$ cat config.mk
export PLATFORM = sky130hd
export DESIGN_NAME = reg_file_mp
export DESIGN_NICKNAME = d
export VERILOG_FILES = /design/src/rtl/reg_file_mp.sv
export SDC_FILE = /design/constraint.sdc
export NUM_CORES = 1
export LEC_CHECK = 0
export ABC_AREA = 1
export CAP_MARGIN = 20
export CORE_UTILIZATION = 51
export CTS_BUF_LIST = sky130_fd_sc_hd__clkbuf_2 sky130_fd_sc_hd__clkbuf_4 sky130_fd_sc_hd__clkbuf_8
export CTS_CLUSTER_SIZE = 25
export DETAILED_ROUTE_END_ITERATION = 16
export DONT_BUFFER_PORTS = 1
export PLACE_DENSITY = 0.66
export SLEW_MARGIN = 20
export SYNTH_ARGS = -nofsm -noshare
export SYNTH_HDL_FRONTEND = slang
export SYNTH_SLANG_ARGS = --single-unit
export TNS_END_PERCENT = 10
$ cat constraint.sdc
create_clock -name CLK -period 5.9 [get_ports CLK]
set_clock_uncertainty 0.15 [all_clocks]
set_input_delay 0.59 -clock CLK [delete_from_list [all_inputs] [get_ports CLK]]
set_output_delay 0.59 -clock CLK [all_outputs]
set_load 0.02 [all_outputs]
$ cat src/rtl/reg_file_mp.sv
// reg_file_mp: register file with one byte-masked write port, two registered
// read ports and a sequential clear engine that zeroes one entry per cycle.
// Optional feature: define REG_FILE_BYPASS_EN to return byte-merged write data
// on a read of the address being written in the same cycle.
module reg_file_mp #(
   parameter int unsigned DATA_W = 16,
   parameter int unsigned DEPTH  = 8,
   parameter int unsigned ADDR_W = 3
) (
   input  logic                CLK,
   input  logic                RST,
   input  logic                WrEn,
   input  logic [ADDR_W-1:0]   WrAddr,
   input  logic [DATA_W-1:0]   WrData,
   input  logic [DATA_W/8-1:0] WrBe,
   input  logic                RdEn0,
   input  logic                RdEn1,
   input  logic [ADDR_W-1:0]   RdAddr0,
   input  logic [ADDR_W-1:0]   RdAddr1,
   output logic [DATA_W-1:0]   RdData0,
   output logic [DATA_W-1:0]   RdData1,
   output logic                RdValid0,
   output logic                RdValid1,
   input  logic                Clr,
   output logic                Busy,
   output logic                AddrErr
);

   localparam int unsigned       NB        = DATA_W / 8;
   localparam logic [ADDR_W:0]   DEPTH_EXT = (ADDR_W+1)'(DEPTH);
   localparam logic [ADDR_W-1:0] LAST_IDX  = ADDR_W'(DEPTH - 1);

   localparam logic [0:0] ST_IDLE  = 1'b0;
   localparam logic [0:0] ST_CLEAR = 1'b1;

   logic [0:0]        state;
   logic [ADDR_W-1:0] clr_cnt;
   logic [DATA_W-1:0] mem [DEPTH];

   logic              wr_in_rng;
   logic              rd0_in_rng;
   logic              rd1_in_rng;
   logic              wr_block;
   logic              wr_ok;
   logic              wr_oor_err;
   logic [DATA_W-1:0] rd_word0;
   logic [DATA_W-1:0] rd_word1;

   assign Busy = (state == ST_CLEAR);

   // Address range checks and write acceptance
   always_comb begin
      wr_in_rng  = ({1'b0, WrAddr}  < DEPTH_EXT);
      rd0_in_rng = ({1'b0, RdAddr0} < DEPTH_EXT);
      rd1_in_rng = ({1'b0, RdAddr1} < DEPTH_EXT);
      // In IDLE a Clr blocks a coincident write; in CLEAR Busy blocks it.
      wr_block   = Busy || Clr;
      wr_ok      = WrEn && !wr_block && wr_in_rng;
      // Writes dropped for Busy/Clr never flag an address error.
      wr_oor_err = WrEn && !wr_block && !wr_in_rng;
   end

`ifdef REG_FILE_BYPASS_EN
   logic [DATA_W-1:0] wr_merged;

   // Byte-merge of the incoming write over the current entry contents
   always_comb begin
      wr_merged = wr_in_rng ? mem[WrAddr] : '0;
      for (int unsigned b = 0; b < NB; b++) begin
         if (WrBe[b]) begin
            wr_merged[8*b +: 8] = WrData[8*b +: 8];
         end
      end
   end
`endif

   // Read word selection for both ports (zero when out of range)
   always_comb begin
      rd_word0 = rd0_in_rng ? mem[RdAddr0] : '0;
      rd_word1 = rd1_in_rng ? mem[RdAddr1] : '0;
`ifdef REG_FILE_BYPASS_EN
      if (wr_ok && (WrAddr == RdAddr0)) begin
         rd_word0 = wr_merged;
      end
      if (wr_ok && (WrAddr == RdAddr1)) begin
         rd_word1 = wr_merged;
      end
`endif
   end

   // Clear FSM: walk the counter over entries 0..DEPTH-1, one per cycle
   always_ff @(posedge CLK or posedge RST) begin
      if (RST) begin
         state   <= ST_IDLE;
         clr_cnt <= '0;
      end else begin
         case (state)
            ST_IDLE: begin
               if (Clr) begin
                  state   <= ST_CLEAR;
                  clr_cnt <= '0;
               end
            end
            ST_CLEAR: begin
               if (clr_cnt == LAST_IDX) begin
                  state   <= ST_IDLE;
                  clr_cnt <= '0;
               end else begin
                  clr_cnt <= clr_cnt + 1'b1;
               end
            end
            default: begin
               state   <= ST_IDLE;
               clr_cnt <= '0;
            end
         endcase
      end
   end

   // Storage: reset/clear zeroing and byte-lane writes
   always_ff @(posedge CLK or posedge RST) begin
      if (RST) begin
         for (int unsigned i = 0; i < DEPTH; i++) begin
            mem[i] <= '0;
         end
      end else if (state == ST_CLEAR) begin
         mem[clr_cnt] <= '0;
      end else if (wr_ok) begin
         for (int unsigned b = 0; b < NB; b++) begin
            if (WrBe[b]) begin
               mem[WrAddr][8*b +: 8] <= WrData[8*b +: 8];
            end
         end
      end
   end

   // Registered read ports: data held when idle, valid is a one-cycle pulse
   always_ff @(posedge CLK or posedge RST) begin
      if (RST) begin
         RdData0  <= '0;
         RdData1  <= '0;
         RdValid0 <= 1'b0;
         RdValid1 <= 1'b0;
      end else begin
         RdValid0 <= RdEn0;
         RdValid1 <= RdEn1;
         if (RdEn0) begin
            RdData0 <= rd_word0;
         end
         if (RdEn1) begin
            RdData1 <= rd_word1;
         end
      end
   end

   // Address error pulse for any out-of-range read or accepted-path write
   always_ff @(posedge CLK or posedge RST) begin
      if (RST) begin
         AddrErr <= 1'b0;
      end else begin
         AddrErr <= (RdEn0 && !rd0_in_rng) || (RdEn1 && !rd1_in_rng) || wr_oor_err;
      end
   end

endmodule

==> impl_metrics.tcl, run 1 <==
set metrics [dict create \
    cp-start-kind "register" \
    synthSimpleGateAreaFrac_pct 45.60 \
    dp_hpwl_um 21990 \
    ys_ff_latch 166 \
    crit_type "register to register" \
    yosys.cell_types.count 24 \
    final_common_cell "nand2_1" \
    worstPathArrival_ps 3410 \
    clkTransAtPathRegs_ps 100 \
    crit_start "Busy$_DFF_PP0_" \
    rows 51 \
    cts.path.max_buffers 2 \
    muxShareOfSynthArea_pct 0 \
    final.setup.tns_ps 0 \
    portBuffers 0 \
    power_density_mw_per_mm2 344.6 \
    area_growth_syn_to_layout_pct 2.889 \
    fin_util_pct 54.20 \
    synth_compound_area_share_pct 2.526 \
    h-tree-depth 4 \
    slew-limit-headroom_pct 35.23 \
    cpPeakStageDelay_ps 1000 \
    grt_pass1_wl_um 53740 \
    fin_nets 1507 \
    ir_worst_vdd_mv 0.1801 \
    drc_errors 0 \
    p_clk_share_pct 23.8 \
    synth.avg_cell_area_um2 6.714 \
    design_area_mm2 0.01065 \
    ant_nets 0 \
    dr.pass1.iters 8 \
    required_ps 6150 \
    start_util_pct 52.67 \
    die_area_mm2 0.02087 \
    core-area_mm2 0.01965 \
    min-delay-path-class "input port to register" \
    pin_count 69 \
    setup_violations 0 \
    finalMaxSlewViolations 0 \
    yosysTopAreaCell "dfrtp_1" \
    grt_start_max_net_pins 71 \
    synth_nets 1577 \
    clk_latency_ps 480 \
    die_x_um 144.5 \
    fp.dieH_um 144.5 \
    layout_common_cells "nand2_1 (606), nand3_1 (350), dfrtp_1 (165), inv_1 (162), nand4_1 (64)" \
    pwr-share-seq_pct 40.2 \
    fin_crit_ps 3162 \
    synth_top_family_by_area "simple AND/OR/NAND/NOR gates" \
    clock-root-buffer "clkbuf_8" \
    r2r-start "Busy$_DFF_PP0_" \
    numCtsBuffers 17 \
    ys_top_cells_by_area "dfrtp_1 (40%), nand2_1 (22%), nand3_1 (17%), inv_1 (5.9%), nand4_1 (3.9%)" \
    overflow 0 \
    grt_pass1_vias 9492 \
    status "finished, final reports clean" \
    netSwitchingFraction_pct 44.88 \
    cp_cell_sequence "clkinv_2, nand2_2, inv_4, nor2_4, nand2_1, o21ai_1" \
    vias 10310 \
    drtIter0Drc 1324 \
    power.total_w 0.003671 \
    syn_inst 1542 \
    routed_wl_um 34550 \
    netlist_area_mm2 0.01035 \
    cts_tree "yes" \
    grtUsageTotal_pct 34.67 \
    wl_per_cell_um 19.74 \
    p_leak_nw 5.793 \
    place_congestion 0.9214 \
    slowest_stage "nand2_2" \
    netlist.area_leader.share_pct 40.13 \
    ys_seq_area_share_pct 40.13 \
    worstMarginPinSlew_ps 971.6 \
    synth_xor_xnor_area_share_pct 0 \
    cts_setup_buffers 0 \
    final-hold-violation-count 0 \
    path_max_fanout 64 \
    fin_crit_sh_pct 53.59 \
    vias_per_cell 5.893 \
    crit_path_end_kind "register" \
    switching_power_w 0.001647 \
    n_antenna_cell 0 \
    pwr-share-comb_pct 36.0 \
    synthAdderAreaFrac_pct 0.2417 \
    worstHoldStart "RdEn0" \
    placed_cell_area_mm2 0.01022 \
    rsz0062_at_grt "false" \
    grt_antenna_before_repair 1 \
    maxCapViolations 0 \
    intPower_w 0.002023 \
    yosys_warnings 0 \
    drive_gt1_share_pct 5.185 \
    fmax_mhz 316.3 \
    cts.sinks 166 \
]
[power by group through the flow]
| stage | clock network (W) | registers [W] | logic (W) |
|---|---|---|---|
| global route | 0.000916 | 0.00150 | 0.00146 |
| CTS | 0.000874 | 0.00147 | 0.00129 |
| floorplan | 0 | 0.00147 | 0.00108 |
| finish | 0.000874 | 0.00148 | 0.00132 |
| global placement | 0 | 0.00149 | 0.00127 |
| detailed placement | 0 | 0.00149 | 0.00129 |
[cell families (layout without fill, tap and decap cells)]
kind of cell / Yosys count / after routing
and+or+nand+nor: 1048 / 1048
buffers and inverters: 273 / 216
DFF: 166 / 166
AOI/OAI and AO/OA: 52 / 52
adders and majority gates: 2 / 2
other: 1 / 1
[critical path: cells and delay by family (launching register included)]
kind | cells | cell delay (ps)
buffers and inverters | 2 | 890
and+or+nand+nor | 3 | 1540
AOI/OAI and AO/OA | 1 | 90
DFF | 1 | 380
[timing repair]
item / CTS / global route
gates resized for setup: 0 / 0
endpoints found under the setup margin: 0 / 0
endpoints found under the hold margin: 28 / 0
hold buffers: 3 / 0
[metrics by stage]
stage | setup slack (ps) | hold WS [ps] | std cells
6_report | 2738 | 97.25 | 1750
5_1_grt | 2535 | 94.12 | 1750
4_1_cts | 2812 | 86.21 | 1750
3_5_place_dp | 2860 | 267.8 | 1715
3_3_place_gp | 2949 | 265.4 | 1715
2_1_floorplan | 670.0 | 291.9 | 1542
[cell usage after synthesis, drive strengths merged]
library cell and instances:
nand2 608, nand3 362, inv 173, dfrtp 166
buf 73, nand4 64, o21ai 51, clkbuf 27
nor2 11, ha 2, nor3 2, conb 1
o22ai 1, or2 1
[sequential cells by signal, summed over array words and instances, names as in the netlist]
signal / cells
mem: 128
RdData0: 16
RdData1: 16
clr_cnt: 3
Busy: 1
RdValid0: 1
RdValid1: 1
[layer usage]
layer  share of wire, %  GRT usage [%]  wire [um]
met1                 42          48.33      14410
met2                 44          51.95      15360
met3                 11          7.715       3680
met4                3.2          13.91       1100
met5                  0              0          0
[area by class of cell]
type / instances / area (um^2)
Multi-Input combinational cell: 1103 / 5011
Fill cell: 1988 / 9002
Clock buffer: 19 / 255.2
Timing Repair Buffer: 11 / 90.09
Tap cell: 265 / 331.6
Sequential cell: 166 / 4155
Inverter: 173 / 660.6
Clock inverter: 13 / 147.6
[path summary, 6_finish.rpt]
path / to / slack, ps / depth (start not counted)
min reg2reg: mem[84]$_DFFE_PP0P_ / 330 / 2
max in group asynchronous: Busy$_DFF_PP0_ / 3980 / 3
max reg2reg: mem[22]$_DFFE_PP0P_ / 2740 / 6
max: mem[22]$_DFFE_PP0P_ / 2740 / 6
min in group asynchronous: mem[11]$_DFFE_PP0P_ / 400 / 2
min: RdData0[4]$_DFFE_PP0P_ / 100 / 2
(Power assumes the default switching activity.)
==> inputs of run 2 (changes only) <==
--- a/config.mk
+++ b/config.mk
@@ -12,7 +12,7 @@
 export CTS_CLUSTER_SIZE = 25
 export DETAILED_ROUTE_END_ITERATION = 16
 export DONT_BUFFER_PORTS = 1
-export PLACE_DENSITY = 0.66
+export PLACE_DENSITY = 0.69
 export SLEW_MARGIN = 20
 export SYNTH_ARGS = -nofsm -noshare
 export SYNTH_HDL_FRONTEND = slang
==> constraint.sdc (replaced) <==
create_clock -name CLK -period 2.6 [get_ports CLK]
set_clock_uncertainty 0.15 [all_clocks]
set_input_delay 0.26 -clock CLK [delete_from_list [all_inputs] [get_ports CLK]]
set_output_delay 0.26 -clock CLK [all_outputs]
set_load 0.02 [all_outputs]
==> run 2 against run 1 <==
  * The flow now finishes with violations (negative hold slack)
  * Critical endpoint is now RdData0[0]$_DFFE_PP0P_
  * Highest routed layer is now met5
  * Count of clock-buffer cells in the layout down 2
  * Largest power group unchanged
  * Sequential cell count unchanged
  * Worst hold slack worse by 100 ps
  * Power up 130%
==> impl_metrics.tcl, run 2 (synthesis gave the netlist of run 1 again) <==
set metrics [dict create \
    largest_reg_flops 128 \
    slew-limit-headroom_pct 40.61 \
    dp_hpwl_um 22420 \
    finalMaxSlewViolations 0 \
    vias_per_cell 5.847 \
    fin_util_pct 55.67 \
    min_to "RdData0[3]$_DFFE_PP0P_" \
    maxCapViolations 0 \
    min_path_cells 3 \
    worstHoldStart "RdEn0" \
    wl_per_cell_um 19.19 \
    clock-root-buffer "clkbuf_8" \
    rrSetupSlack_ps 310 \
    cts.path.max_buffers 2 \
    multi_input_area_mm2 0.005011 \
    cts_setup_buffers 0 \
    drc_errors 0 \
    final-seq-area_mm2 0.004155 \
    setup_violations 0 \
    r2r_end "RdData0[0]$_DFFE_PP0P_" \
    h-tree-depth 4 \
    start_util_pct 52.67 \
    final.setup.tns_ps 0 \
    p_leak_nw 5.936 \
    worstPathArrival_ps 2770 \
    clkTransAtPathRegs_ps 100 \
    grt_pass1_vias 9326 \
    final-hold-violation-count 10 \
    fp.dieH_um 144.5 \
    core-area_mm2 0.01965 \
    ant_nets 0 \
    r2r-start "mem[16]$_DFFE_PP0P_" \
    cp-start-kind "input port" \
    portBuffers 0 \
    rsz0062_at_grt "false" \
    numCtsBuffers 17 \
    regMostFlops "mem" \
    grt_start_max_net_pins 97 \
    crit_path_end_kind "register" \
    drtIter0Drc 1539 \
    rows 51 \
    fin_crit_ps 2530 \
    overflow 0 \
    hold_ws_ps -7.375 \
    vias 10420 \
    reg_top3 "mem: 128 flops, RdData0: 16 flops, RdData1: 16 flops" \
    worstMarginPinSlew_ps 887.9 \
    n_antenna_cell 0 \
    fillers 1988 \
    drive_gt1_share_pct 5.933 \
    ir_worst_vdd_mv 0.4690 \
    place_congestion 0.9241 \
    power.total_w 0.008356 \
    r2r_cells 8 \
    status "finished with violations" \
    path_max_fanout 15 \
    clk_latency_ps 490 \
    cts_tree "yes" \
    required_ps 2840 \
    grt_antenna_before_repair 0 \
    die_x_um 144.5 \
    routed_wl_um 34200 \
    final_common_cell "nand2_1" \
    dr.pass1.iters 6 \
    min-delay-path-class "input port to register" \
    power_density_mw_per_mm2 763.7 \
    area_growth_syn_to_layout_pct 5.692 \
    grtUsageTotal_pct 34.20 \
    pin_count 69 \
    crit_type "input port to register" \
    fin_nets 1539 \
    cts.sinks 166 \
    fin_crit_sh_pct 97.33 \
    layout_common_cells "nand2_1 (606), nand3_1 (350), dfrtp_1 (165), inv_1 (162), nand4_1 (64)" \
    die_area_mm2 0.02087 \
    grt_pass1_wl_um 53290 \
    failed_checks "negative hold slack" \
    fmax_mhz 395.2 \
]
[run 2: worst max-delay path by stage]
stage	start	end	cells past startpoint
final	RdAddr0[2]	RdData0[0]$_DFFE_PP0P_	6
after floorplan	RST	Busy$_DFF_PP0_	1
after global routing	RdAddr0[2]	RdData0[0]$_DFFE_PP0P_	6
after global placement	Busy$_DFF_PP0_	mem[67]$_DFFE_PP0P_	6
after detailed placement	Busy$_DFF_PP0_	mem[66]$_DFFE_PP0P_	6
after CTS	RdAddr1[1]	RdData1[3]$_DFFE_PP0P_	7
[run 2: final cells by class]
class,instances,area share [%]
Inverter,173,6.026
Tap cell,265,3.030
Timing Repair Buffer,43,3.705
Multi-Input combinational cell,1103,45.80
Sequential cell,166,37.98
Clock inverter,15,1.326
Clock buffer,17,2.138
[run 2: stage by stage]
stage	instance area (um^2)	worst slack (ps)	std cells	hold slack, ps
finish	10940	69.50	1782	-7.375
global route	10940	16.80	1782	24.40
CTS	10940	118.3	1782	0.4466
detailed placement	10340	748.0	1728	14.41
global placement	10340	779.4	1728	12.84
floorplan	10360	77.23	1542	141.4
[run 2: critical path: stages]
cell           delay [ps]
dlygate4sd3_1        1070
nand3_1               150
dlygate4sd3_1         600
nand3_1                80
dlygate4sd3_1         560
nand2_1                50
[run 2: routing by layer]
layer / vias to the layer above / part of all wire (%) / GRT usage [%]
li1: 4864 / - / -
met1: 4833 / 42 / 49.49
met2: 638 / 44 / 50.18
met3: 82 / 10 / 6.093
met4: 2 / 3.3 / 13.85
met5: - / 0.11 / 0
[run 2: power breakdown]
part           leakage (nW)  switching (W)  internal, W  total [W]
registers              2.25       0.000369      0.00299    0.00336
logic                  3.51        0.00233     0.000791    0.00312
clock network         0.183        0.00110     0.000776    0.00188
[run 2: timing repair]
item	4_1_cts	5_1_grt
endpoints found under the setup margin	0	1
hold endpoints to repair	131	0
hold buffers	22	0
gates resized for setup	0	1
==> inputs of run 3 (changes only) <==
--- a/config.mk
+++ b/config.mk
@@ -7,12 +7,13 @@
 export LEC_CHECK = 0
 export ABC_AREA = 1
 export CAP_MARGIN = 20
+export CORE_MARGIN = 2
 export CORE_UTILIZATION = 51
 export CTS_BUF_LIST = sky130_fd_sc_hd__clkbuf_2 sky130_fd_sc_hd__clkbuf_4 sky130_fd_sc_hd__clkbuf_8
 export CTS_CLUSTER_SIZE = 25
 export DETAILED_ROUTE_END_ITERATION = 16
 export DONT_BUFFER_PORTS = 1
-export PLACE_DENSITY = 0.69
+export PLACE_DENSITY_LB_ADDON = 0.05
 export SLEW_MARGIN = 20
 export SYNTH_ARGS = -nofsm -noshare
 export SYNTH_HDL_FRONTEND = slang
==> run 3 against run 2 <==
  * The run now ends clean
  * Sequential cell count stayed put
  * Setup slack better by 260 ps
  * Register-to-register slack better by 100 ps
  * Sequential power hardly changed
  * Count of clock-buffer cells in the layout is 2 higher
  * Wire length is 7.9% higher
  * Worst hold slack better by 20 ps
  * Non-clock buffer count is 1 lower
  * Power is 2.3% higher
  * Via count is 1.2% lower
  * Maximum frequency is 11% higher
  * Sequential share of layout area is 0.31 points lower
  * Critical endpoint is now RdData1[9]$_DFFE_PP0P_
  * Largest cell class unchanged
==> impl_metrics.tcl, run 3 (synthesis gave the netlist of run 1 again) <==
set metrics [dict create \
    grtUsageTotal_pct 35.10 \
    grt_start_max_net_pins 64 \
    cp_cell_sequence "inv_2, buf_4, nand2_1, nand3_1, dlygate4sd3_1, nand3_1, dlygate4sd3_1, nand3_1, nand2_1" \
    use_met1_pct 48.19 \
    setup_violations 0 \
    ir_worst_vdd_mv 0.4253 \
    crit_top_cell "nand3_1" \
    path_buf_inv 4 \
    cts_tree "yes" \
    finalMaxSlewViolations 0 \
    clock-root-buffer "clkbuf_8" \
    r2r_cells 8 \
    cp-start-kind "input port" \
    status "finished, final reports clean" \
    power_density_mw_per_mm2 774.6 \
    rsz0062_at_grt "false" \
    fin_crit_ps 2274 \
    vias_per_cell 5.766 \
    vias 10300 \
    min_path_cells 5 \
    area_growth_syn_to_layout_pct 6.562 \
    crit_type "input port to register" \
    numCtsBuffers 17 \
    cts.sinks 166 \
    portBuffers 0 \
    cts.path.max_buffers 2 \
    grt-busiest-layer "met2" \
    fin_nets 1538 \
    clkTransAtPathRegs_ps 100 \
    fin_util_pct 54.87 \
    path_delay_family "buffers and inverters" \
    maxCapViolations 0 \
    routed_wl_um 36900 \
    final.setup.tns_ps 0 \
    slew-limit-headroom_pct 32.44 \
    grt_util_met2_pct 53.51 \
    final-hold-violation-count 0 \
    layout_common_cells "nand2_1 (606), nand3_1 (350), dfrtp_1 (165), inv_1 (162), nand4_1 (64)" \
    grt_pass1_wl_um 57400 \
    dp_hpwl_um 23470 \
    largest_reg_flops 128 \
    h-tree-depth 4 \
    fin_crit_sh_pct 87.46 \
    worst-path-stages 9 \
    min-delay-path-class "input port to register" \
    cpPeakStageDelay_ps 580 \
    power.total_w 0.008545 \
    place_congestion 0.8997 \
    p_leak_nw 5.987 \
    die_x_um 146.5 \
    fp.dieH_um 146.5 \
    drtIter0Drc 1282 \
    pin_count 69 \
    slowest_stage "dlygate4sd3_1" \
    crit_path_end_kind "register" \
    dr.pass1.iters 6 \
    core-area_mm2 0.02010 \
    die_area_mm2 0.02145 \
    rows 52 \
    use_met3_pct 7.281 \
    reg_top3 "mem: 128 flops, RdData0: 16 flops, RdData1: 16 flops" \
    overflow 0 \
    n_antenna_cell 0 \
    required_ps 2840 \
    ant_nets 0 \
    grt_antenna_before_repair 0 \
    drive_gt1_share_pct 5.871 \
    grt_pass1_vias 9599 \
    worstPathArrival_ps 2510 \
    worstMarginPinSlew_ps 1010 \
    wl_per_cell_um 20.66 \
    fmax_mhz 439.7 \
    start_util_pct 51.49 \
    final_common_cell "nand2_1" \
    regMostFlops "mem" \
    cts_setup_buffers 0 \
    path_max_fanout 61 \
    drc_errors 0 \
    clk_latency_ps 490 \
]
-- run 3: changes by cell type in the layout (fill, tap and decap cells not counted) --
| cell | delta |
|---|---|
| buf_4 | -5 |
| buf_12 | +4 |
| inv_6 | +4 |
| clkbuf_8 | +2 |
| clkinv_2 | -2 |
| clkinv_4 | -2 |
| clkinvlp_4 | -2 |
| bufinv_16 | +1 |
| dlygate4sd3_1 | -1 |
| dlymetal6s4s_1 | +1 |
| inv_8 | -1 |
-- run 3: report_power, final --
| part | internal (W) | switching, W | total [W] |
|---|---|---|---|
| clock | 0.000934 | 0.00111 | 0.00205 |
| sequential | 0.00299 | 0.000357 | 0.00335 |
| combinational | 0.000792 | 0.00236 | 0.00315 |
| total | 0.00472 | 0.00383 | 0.00855 |
-- run 3: metrics by stage --
step	setup WS [ps]	area, um^2	hold WS [ps]	std cells
floorplan	77.23	10360	141.4	1542
global placement	785.2	10390	139.1	1732
detailed placement	766.9	10390	142.8	1732
CTS	27.72	11020	2.013	1785
global route	241.9	11030	9.736	1786
finish	326.0	11030	12.87	1786
-- run 3: layout make-up --
type,instances,area (um^2)
fill,2027,9072
sequential,166,4155
multi-input combinational,1103,5011
timing repair buffer,42,450.4
tap,270,337.8
inverter,173,659.4
clock buffer,19,261.5
clock inverter,13,156.4
-- run 3: worst reg2reg max path, stage by stage (launching register included) --
cell and delay, ps:
dfrtp_1 400, inv_1 80, nand2_1 50, nand3_1 60, dlygate4sd3_1 560, nand3_1 60, dlygate4sd3_1 590, nand3_1 80
nand2_1 60
-- run 3: what timing repair did --
action | in CTS | in global routing
hold endpoints to repair | 83 | 1
setup endpoints to repair | 0 | 2
hold buffers | 21 | 1
gates resized for setup | 0 | 2
-- run 3: worst paths after layout --
path	slack [ps]	from	to
setup / recovery	330	RdAddr1[0]	RdData1[9]$_DFFE_PP0P_
hold / removal	10	RdAddr1[0]	RdData1[8]$_DFFE_PP0P_
setup reg to reg	410	mem[89]$_DFFE_PP0P_	RdData0[9]$_DFFE_PP0P_
hold reg to reg	330	mem[59]$_DFFE_PP0P_	mem[59]$_DFFE_PP0P_
max in group asynchronous	1290	RST	mem[16]$_DFFE_PP0P_
min in group asynchronous	220	RST	RdData1[15]$_DFFE_PP0P_
-- run 3: layer usage --
layer	vias to the layer above	part of all wire, %
met2	544	45
met4	0	4.3
met1	4793	41
li1	4872	-
met3	89	9.2
met5	-	0
